File: src/rtl/tpu_compute_core.sv
// Compute slice of the tiny TPU: opcode decode, 2x2 weight-stationary systolic
// array and two 2-entry column accumulators.

module tpu_accumulator #(
    parameter int unsigned ACC_W = 32
) (
    input  logic             clk,
    input  logic             reset,
    input  logic             en,
    input  logic [ACC_W-1:0] acc_in,
    output logic [ACC_W-1:0] mem_0,
    output logic [ACC_W-1:0] mem_1,
    output logic             full
);
    logic ptr;

    // Fill entry 0 then entry 1; full rises with the entry-1 write and is sticky.
    always_ff @(posedge clk or posedge reset) begin
        if (reset) begin
            mem_0 <= '0;
            mem_1 <= '0;
            full  <= 1'b0;
            ptr   <= 1'b0;
        end else if (en && !full) begin
            if (ptr == 1'b0) begin
                mem_0 <= acc_in;
            end else begin
                mem_1 <= acc_in;
                full  <= 1'b1;
            end
            ptr <= ptr + 1'b1;
        end
    end
endmodule

module tpu_compute_core #(
    parameter int unsigned DATA_W = 16,
    parameter int unsigned ACC_W  = 32,
    parameter int unsigned ADDR_W = 13
) (
    input  logic              clk,
    input  logic              reset,
    input  logic [15:0]       instruction,
    input  logic              valid,
    input  logic [DATA_W-1:0] a_in1,
    input  logic [DATA_W-1:0] a_in2,
    output logic [ADDR_W-1:0] weight_addr,
    input  logic [DATA_W-1:0] weight1,
    input  logic [DATA_W-1:0] weight2,
    input  logic [DATA_W-1:0] weight3,
    input  logic [DATA_W-1:0] weight4,
    output logic              load_weight,
    output logic [ACC_W-1:0]  acc_out1,
    output logic [ACC_W-1:0]  acc_out2,
    output logic [ACC_W-1:0]  acc1_mem_0,
    output logic [ACC_W-1:0]  acc1_mem_1,
    output logic [ACC_W-1:0]  acc2_mem_0,
    output logic [ACC_W-1:0]  acc2_mem_1,
    output logic              acc1_full,
    output logic              acc2_full
);
    localparam int unsigned PROD_W = 2 * DATA_W;
    localparam logic [2:0]  OP_LOAD_WEIGHT = 3'b001;

    logic signed [DATA_W-1:0] w00, w01, w10, w11;
    logic signed [DATA_W-1:0] a00, a10;
    logic signed [DATA_W-1:0] row0_in, row1_in;
    logic signed [ACC_W-1:0]  psum00, psum01, psum10, psum11;
    logic signed [PROD_W-1:0] prod00, prod01, prod10, prod11;
    logic                     valid_d1, valid_d2, valid_d3;

    // Control unit: one-cycle registered decode.
    always_ff @(posedge clk or posedge reset) begin
        if (reset) begin
            load_weight <= 1'b0;
            weight_addr <= '0;
        end else begin
            load_weight <= (instruction[15:13] == OP_LOAD_WEIGHT);
            weight_addr <= instruction[ADDR_W-1:0];
        end
    end

    // Weight-stationary registers; a load mid-stream takes effect at once.
    always_ff @(posedge clk or posedge reset) begin
        if (reset) begin
            w00 <= '0;
            w01 <= '0;
            w10 <= '0;
            w11 <= '0;
        end else if (load_weight) begin
            w00 <= $signed(weight1);
            w01 <= $signed(weight2);
            w10 <= $signed(weight3);
            w11 <= $signed(weight4);
        end
    end

    // Row 1 is qualified one cycle after row 0 to match the caller's skew.
    always_comb begin
        row0_in = valid    ? $signed(a_in1) : '0;
        row1_in = valid_d1 ? $signed(a_in2) : '0;
        prod00  = row0_in * w00;
        prod01  = a00 * w01;
        prod10  = row1_in * w10;
        prod11  = a10 * w11;
    end

    always_ff @(posedge clk or posedge reset) begin
        if (reset) begin
            valid_d1 <= 1'b0;
            valid_d2 <= 1'b0;
            valid_d3 <= 1'b0;
        end else begin
            valid_d1 <= valid;
            valid_d2 <= valid_d1;
            valid_d3 <= valid_d2;
        end
    end

    // Systolic PEs: activations flow right, partial sums flow down.
    always_ff @(posedge clk or posedge reset) begin
        if (reset) begin
            a00    <= '0;
            a10    <= '0;
            psum00 <= '0;
            psum01 <= '0;
            psum10 <= '0;
            psum11 <= '0;
        end else begin
            a00    <= row0_in;
            a10    <= row1_in;
            psum00 <= ACC_W'(prod00);
            psum01 <= ACC_W'(prod01);
            psum10 <= psum00 + ACC_W'(prod10);
            psum11 <= psum01 + ACC_W'(prod11);
        end
    end

    assign acc_out1 = psum10;
    assign acc_out2 = psum11;

    tpu_accumulator #(.ACC_W(ACC_W)) u_acc1 (
        .clk    (clk),
        .reset  (reset),
        .en     (valid_d2),
        .acc_in (acc_out1),
        .mem_0  (acc1_mem_0),
        .mem_1  (acc1_mem_1),
        .full   (acc1_full)
    );

    tpu_accumulator #(.ACC_W(ACC_W)) u_acc2 (
        .clk    (clk),
        .reset  (reset),
        .en     (valid_d3),
        .acc_in (acc_out2),
        .mem_0  (acc2_mem_0),
        .mem_1  (acc2_mem_1),
        .full   (acc2_full)
    );
endmodule

File: config.mk
export PLATFORM = sky130hd
export DESIGN_NAME = tpu_compute_core
export DESIGN_NICKNAME = d
export VERILOG_FILES = /design/src/rtl/tpu_compute_core.sv
export SDC_FILE = /design/constraint.sdc
export NUM_CORES = 2
export LEC_CHECK = 0
export CORE_UTILIZATION = 60
export CTS_CLUSTER_DIAMETER = 30
export CTS_CLUSTER_SIZE = 25
export DETAILED_ROUTE_END_ITERATION = 12
export MAX_ROUTING_LAYER = met4
export PLACE_DENSITY = 0.8
export REMOVE_ABC_BUFFERS = 1
export SLEW_MARGIN = 0
export SYNTH_ARGS = -nofsm -noshare
export SYNTH_HDL_FRONTEND = slang
export SYNTH_SLANG_ARGS = --single-unit
File: constraint.sdc
create_clock -name clk -period 21.4 [get_ports clk]
set_input_delay 2.14 -clock clk [delete_from_list [all_inputs] [get_ports clk]]
set_output_delay 2.14 -clock clk [all_outputs]
set_load 0.02 [all_outputs]
Yosys cells after proc, flatten, opt, wreduce, memory -nomap -nowiden
Cells that the tools add are included.

operators by class
  bitwise operators = 2
  multiplexer cells = 2
  reductions and logical operators = 8
  multiply operators = 4
  $add $sub $neg = 4
  equality and inequality tests = 1

operator list
  operator                                              count
  multiplier 16 x 16 -> 32 bit                          4
  adder 32 bit                                          2
  2-to-1 mux 16 bit                                     2
  AND reduction 2 bit                                   4
  equality test 3 x 1 -> 1 bit (second input constant)  1
  adder 1 bit (second input constant)                   2
  logical AND 1 bit                                     2
  logical NOT 1 bit                                     2
  inverter 1 bit                                        2

storage, ports and cells
  register bits after elaboration = 373
  output and inout port bits = 208

Logic depth before layout (Yosys ltp)
  word-level depth = 3
  mapped depth = 27

By module
Synthesis repeated with hierarchy kept, for this count alone.

unflattened totals
  cells, all modules = 5225
  area, all modules = 53321.1 µm²

modules (own cells, without submodules)
  module            cells each  area each (µm²)  seq. area each (µm²)  instances
  tpu_compute_core  4941        48323.8          6030.8                1
  tpu_accumulator   142         2498.6           1651.6                2

Least setup slack after synthesis
No wires, ideal clock.

  path kind = input port to flip-flop
  from = input port valid
  to = register psum00[31]
  setup slack = 13.188 ns
  setup time = 0.125 ns
  data required time = 21.275 ns
  stages on the path = 24
  arrival time = 8.087 ns
  cells stage by stage = clkbuf_1 -> clkbuf_1 -> and2_1 -> clkbuf_1 -> nand2_1 -> fa_1 -> fa_1 -> inv_1 -> fa_1 -> inv_1 -> fa_1 -> fa_1 -> fa_1 -> inv_1 -> ha_1 -> and4_1 -> nand2_1 -> a31oi_1 -> a31o_2 -> a31o_2 -> o41ai_2 -> or4_1 -> a31oi_1 -> xnor2_1

on the way
  word-level cells in the longest chain between the ends = 2

ends and longest elaborated chain
  what                          line  text
  start, declared               44    input logic valid,
  2-to-1 mux 16 bit             100   row0_in = valid ? $signed(a_in1) : '0;
  net row0_in[11]               67    logic signed [DATA_W-1:0] row0_in, row1_in;
  multiplier 16 x 16 -> 32 bit  102   prod00 = row0_in * w00;
  net prod00[31]                69    logic signed [PROD_W-1:0] prod00, prod01, prod10, prod11;
  end signal, assigned          132   psum00 <= ACC_W'(prod00);
  end, declared                 68    logic signed [ACC_W-1:0] psum00, psum01, psum10, psum11;

The timed path passes the listed nets, and every way through them passes these cells.
A chain may end at the register's enable or synchronous reset.

Worst setup path in the final report
  from = input port valid
  to = register psum00[27]

on the way
  word-level cells in the longest chain between the ends = 2

ends and longest elaborated chain
  what                          line
  2-to-1 mux 16 bit             100
  multiplier 16 x 16 -> 32 bit  102
  net prod00[27]                69

The timed path passes the listed nets, and every way through them passes these cells.

==> implementation parameters <==
Parameter                              Value

Clock tree
  Worst skew pair latency    0.68 ns
  Number of gates resized after cts    0
  Post-cts hold buffer count    0
  Post-CTS Setup Bufs    0
  Number of clock sinks seen by CTS    373
  Longest Clk Path Bufs    3
  H-tree level count    3
  CTS buffer count    96
  Register clock-pin slew on the reported worst setup and hold paths    0.04 ns
  Root buffer cell    sky130_fd_sc_hd__clkbuf_16
  Clock tree from TritonCTS    done

Worst hold path
  Depth of the worst hold-timing path    0
  Worst Min Path Start    valid_d2
  Endpoint with the worst hold slack    valid_d3
  Hold/Removal Path Class    flop to flop

Placed design
  Port Buffers    322
  Final RePlAce weighted congestion    between 0.9 and 1
  Post-DP HPWL    101000 um

Final layout
  Fill cells    6486
  Utilization of the core after routing    0.690
  Share of layout cells above drive strength 1    0.0706
  Nets@finish    7088
  Layout-stage area growth over the synthesis result    14.1%

Timing
  Worst-case headroom to the max-slew limit    0.273
  Max Transition Viols Final    0
  Final Cycle Share    0.413
  Unrepaired setup endpoints after global routing    no
  Worst Skew    0.0329 ns
  Slew at the pin closest to its max-slew limit    about 1.1 ns
  Final Critical Period    slightly below 9 ns
  Highest clock frequency the design can meet    113 MHz
  Smallest hold slack    0.382 ns
  Final hold violations    0
  Setup violators final    0
  Setup_tns    0 ns

Routing
  Starting DRC count in detailed routing    2737
  DRC Markers    0
  DR vias    36899
  Routed vias/inst    5.47
  Number of antenna-violating nets in the routed design    0
  Total Wirelength    127000 um
  Wire per inst    18.9 um
  1st-pass router iterations    5

Synthesis
  Share of Yosys cell area claimed by the top area cell type    0.416
  Number of synthesized register bits    373
  Synth Flop Type    sky130_fd_sc_hd__dfrtp_1
  Proportion of synthesized flip-flops having asynchronous set or reset    1.00
  Netlist area before placement    between 0.05 and 0.06 mm^2
  Number of instances in the synthesized netlist    5268
  Most area-hungry cell type in the Yosys netlist    sky130_fd_sc_hd__fa_1
  Post-Synthesis Mean Instance Area    roughly 10 um^2
  Sequential element share of the synthesized area    0.175
  Main area contributors after synthesis    sky130_fd_sc_hd__fa_1 42%, sky130_fd_sc_hd__dfrtp_1 17%, sky130_fd_sc_hd__inv_1 9.2%
  Library cells used by synthesis    64
  Yosys warns    0
  Number of flops mapped to enable cells by yosys    0

Global routing
  Total Routing Usage GR    0.311
  Global-route wire length before repair    213000 um
  Maximum number of pins on one net before global-route repair    140
  Number of global-route vias before repair    40661
  Initial antenna violation count    1
  GRT Residual Overflow    0

Floorplan
  Core footprint    approximately 0.09 mm^2
  Total I/O pin count    323
  Horizontal die dimension    300 um
  Die area    0.0902 mm^2
  Row count    109
  Die extent in y    300 um
  Initial core utilization    0.605

Setup path
  Kind of critical path    input pin to flop
  Worst reg2reg endpoint    acc_out1[31]
  Top fanout value on the critical path    99
  Critical Path RT    22.00 ns
  Register-to-register setup slack    13.56 ns
  Worst reg2reg startpoint    valid_d1
  Signal arrival time at the worst endpoint    9.44 ns
  Type of origin of the critical path    input pin
  Nature of the critical path endpoint    flop
  Register-to-Register Path Depth    24

Run
  Max-capacitance violation count    0

Outcome
  Status    completed
==> how the worst max path moves through the flow <==
stage,start,end,slack (ns),cells after the start
finish,valid,psum00[27],12.56,23
global route,valid,psum00[31],12.14,23
CTS,valid,psum00[31],12.67,23
detailed placement,valid,psum00[31],11.99,23
global placement,valid,psum00[31],12.18,23
floorplan,reset,a00[0],8.90,1
==> per-layer routing <==
metal,track usage,share of wire,wire [um],vias to the layer above
li1,-,-,-,16245
met1,0.408,0.40,51200,18908
met2,0.500,0.49,62500,1488
met3,0.0493,0.079,10000,258
met4,0.100,0.028,3570,0
met5,-,0,0,-
==> cell type report <==
class,instances,area (um^2),share of cell area
multi-input combinational,3389,38400,0.631
sequential,373,9340,0.153
inverter,1304,4900,0.0805
timing repair buffer,341,3360,0.0552
clock buffer,120,2640,0.0434
tap,1165,1460,0.0239
clock inverter,55,776,0.0127
antenna,1,2.50,0.0000411
==> registers in the layout, summed over array words and instances (netlist names), 13 cells and up <==
register and flops:
a00 16, u_acc2.mem_0 32, psum01 32, psum00 32, a10 16, w10 16
w01 16, u_acc2.mem_1 32, u_acc1.mem_1 32, w11 16, weight_addr 13, w00 16
acc_out2 32, u_acc1.mem_0 32, acc_out1 32
==> cells in the mapped netlist, drive strengths merged (14+ instances only) <==
cell type and number:
clkbuf 201, and2 249, fa 1108, o21ai 62, nand3 19, nand2 561, and3 254, ha 360
a21oi 78, dfrtp 373, a21o 44, nor2 110, xnor2 117, xor2 30, inv 1304, o21a 14
nand2b 36, nor3 26, mux2 188
==> metrics by stage <==
stage / worst slack (ns) / instances / area (um^2)
floorplan: 8.90 / 5066 / 52600
global placement: 12.18 / 6572 / 57500
detailed placement: 11.99 / 6572 / 57500
CTS: 12.67 / 6747 / 60900
global route: 12.14 / 6747 / 60900
finish: 12.56 / 6748 / 60900
==> worst max-delay path: stages <==
cell	delay (ns)
sky130_fd_sc_hd__buf_2	0.41
sky130_fd_sc_hd__buf_4	0.65
sky130_fd_sc_hd__and2_1	0.55
sky130_fd_sc_hd__nand2_1	0.15
sky130_fd_sc_hd__fa_1	0.54
sky130_fd_sc_hd__fa_1	0.54
sky130_fd_sc_hd__inv_1	0.05
sky130_fd_sc_hd__fa_1	0.49
sky130_fd_sc_hd__inv_1	0.05
sky130_fd_sc_hd__fa_1	0.54
sky130_fd_sc_hd__fa_1	0.44
sky130_fd_sc_hd__fa_1	0.50
sky130_fd_sc_hd__inv_1	0.04
sky130_fd_sc_hd__ha_1	0.33
sky130_fd_sc_hd__nand2_1	0.13
sky130_fd_sc_hd__a2bb2oi_1	0.23
sky130_fd_sc_hd__a31oi_1	0.11
sky130_fd_sc_hd__a31o_2	0.26
sky130_fd_sc_hd__a31o_2	0.27
sky130_fd_sc_hd__o41ai_2	0.45
sky130_fd_sc_hd__nor2_1	0.14
sky130_fd_sc_hd__a31oi_1	0.26
sky130_fd_sc_hd__xnor2_1	0.14
==> cell usage in the layout (no fill, tap or decap), types with 12 or more instances in the layout <==
cell	count
sky130_fd_sc_hd__dfrtp_1	371
sky130_fd_sc_hd__nor3_1	26
sky130_fd_sc_hd__fa_1	1108
sky130_fd_sc_hd__and2_1	249
sky130_fd_sc_hd__o21bai_1	12
sky130_fd_sc_hd__and3_1	253
sky130_fd_sc_hd__clkdlybuf4s50_1	321
sky130_fd_sc_hd__xnor2_1	117
sky130_fd_sc_hd__o21a_1	14
sky130_fd_sc_hd__clkbuf_8	13
sky130_fd_sc_hd__nor2_1	108
sky130_fd_sc_hd__nand2_1	561
sky130_fd_sc_hd__nand2b_1	36
sky130_fd_sc_hd__buf_4	19
sky130_fd_sc_hd__o21ai_0	61
sky130_fd_sc_hd__bufinv_16	13
sky130_fd_sc_hd__a21o_1	43
sky130_fd_sc_hd__xor2_1	30
sky130_fd_sc_hd__clkinvlp_4	17
sky130_fd_sc_hd__a21oi_1	77
sky130_fd_sc_hd__inv_1	1303
sky130_fd_sc_hd__mux2_2	188
sky130_fd_sc_hd__ha_1	360
sky130_fd_sc_hd__clkbuf_16	97
sky130_fd_sc_hd__nand3_1	19
==> cell families after synthesis <==
| logic type | count (synthesis) | synth area share |
|---|---|---|
| simple gates | 1295 | 0.120 |
| fa+ha+maj | 1468 | 0.500 |
| mux | 189 | 0.0398 |
| compound gates | 290 | 0.0358 |
| buf+inv | 1506 | 0.106 |
| flops | 373 | 0.175 |
| xor+xnor | 147 | 0.0241 |
Power is not shown: default switching activity piles up to over one toggle a cycle in this logic, so the estimate is an artifact.
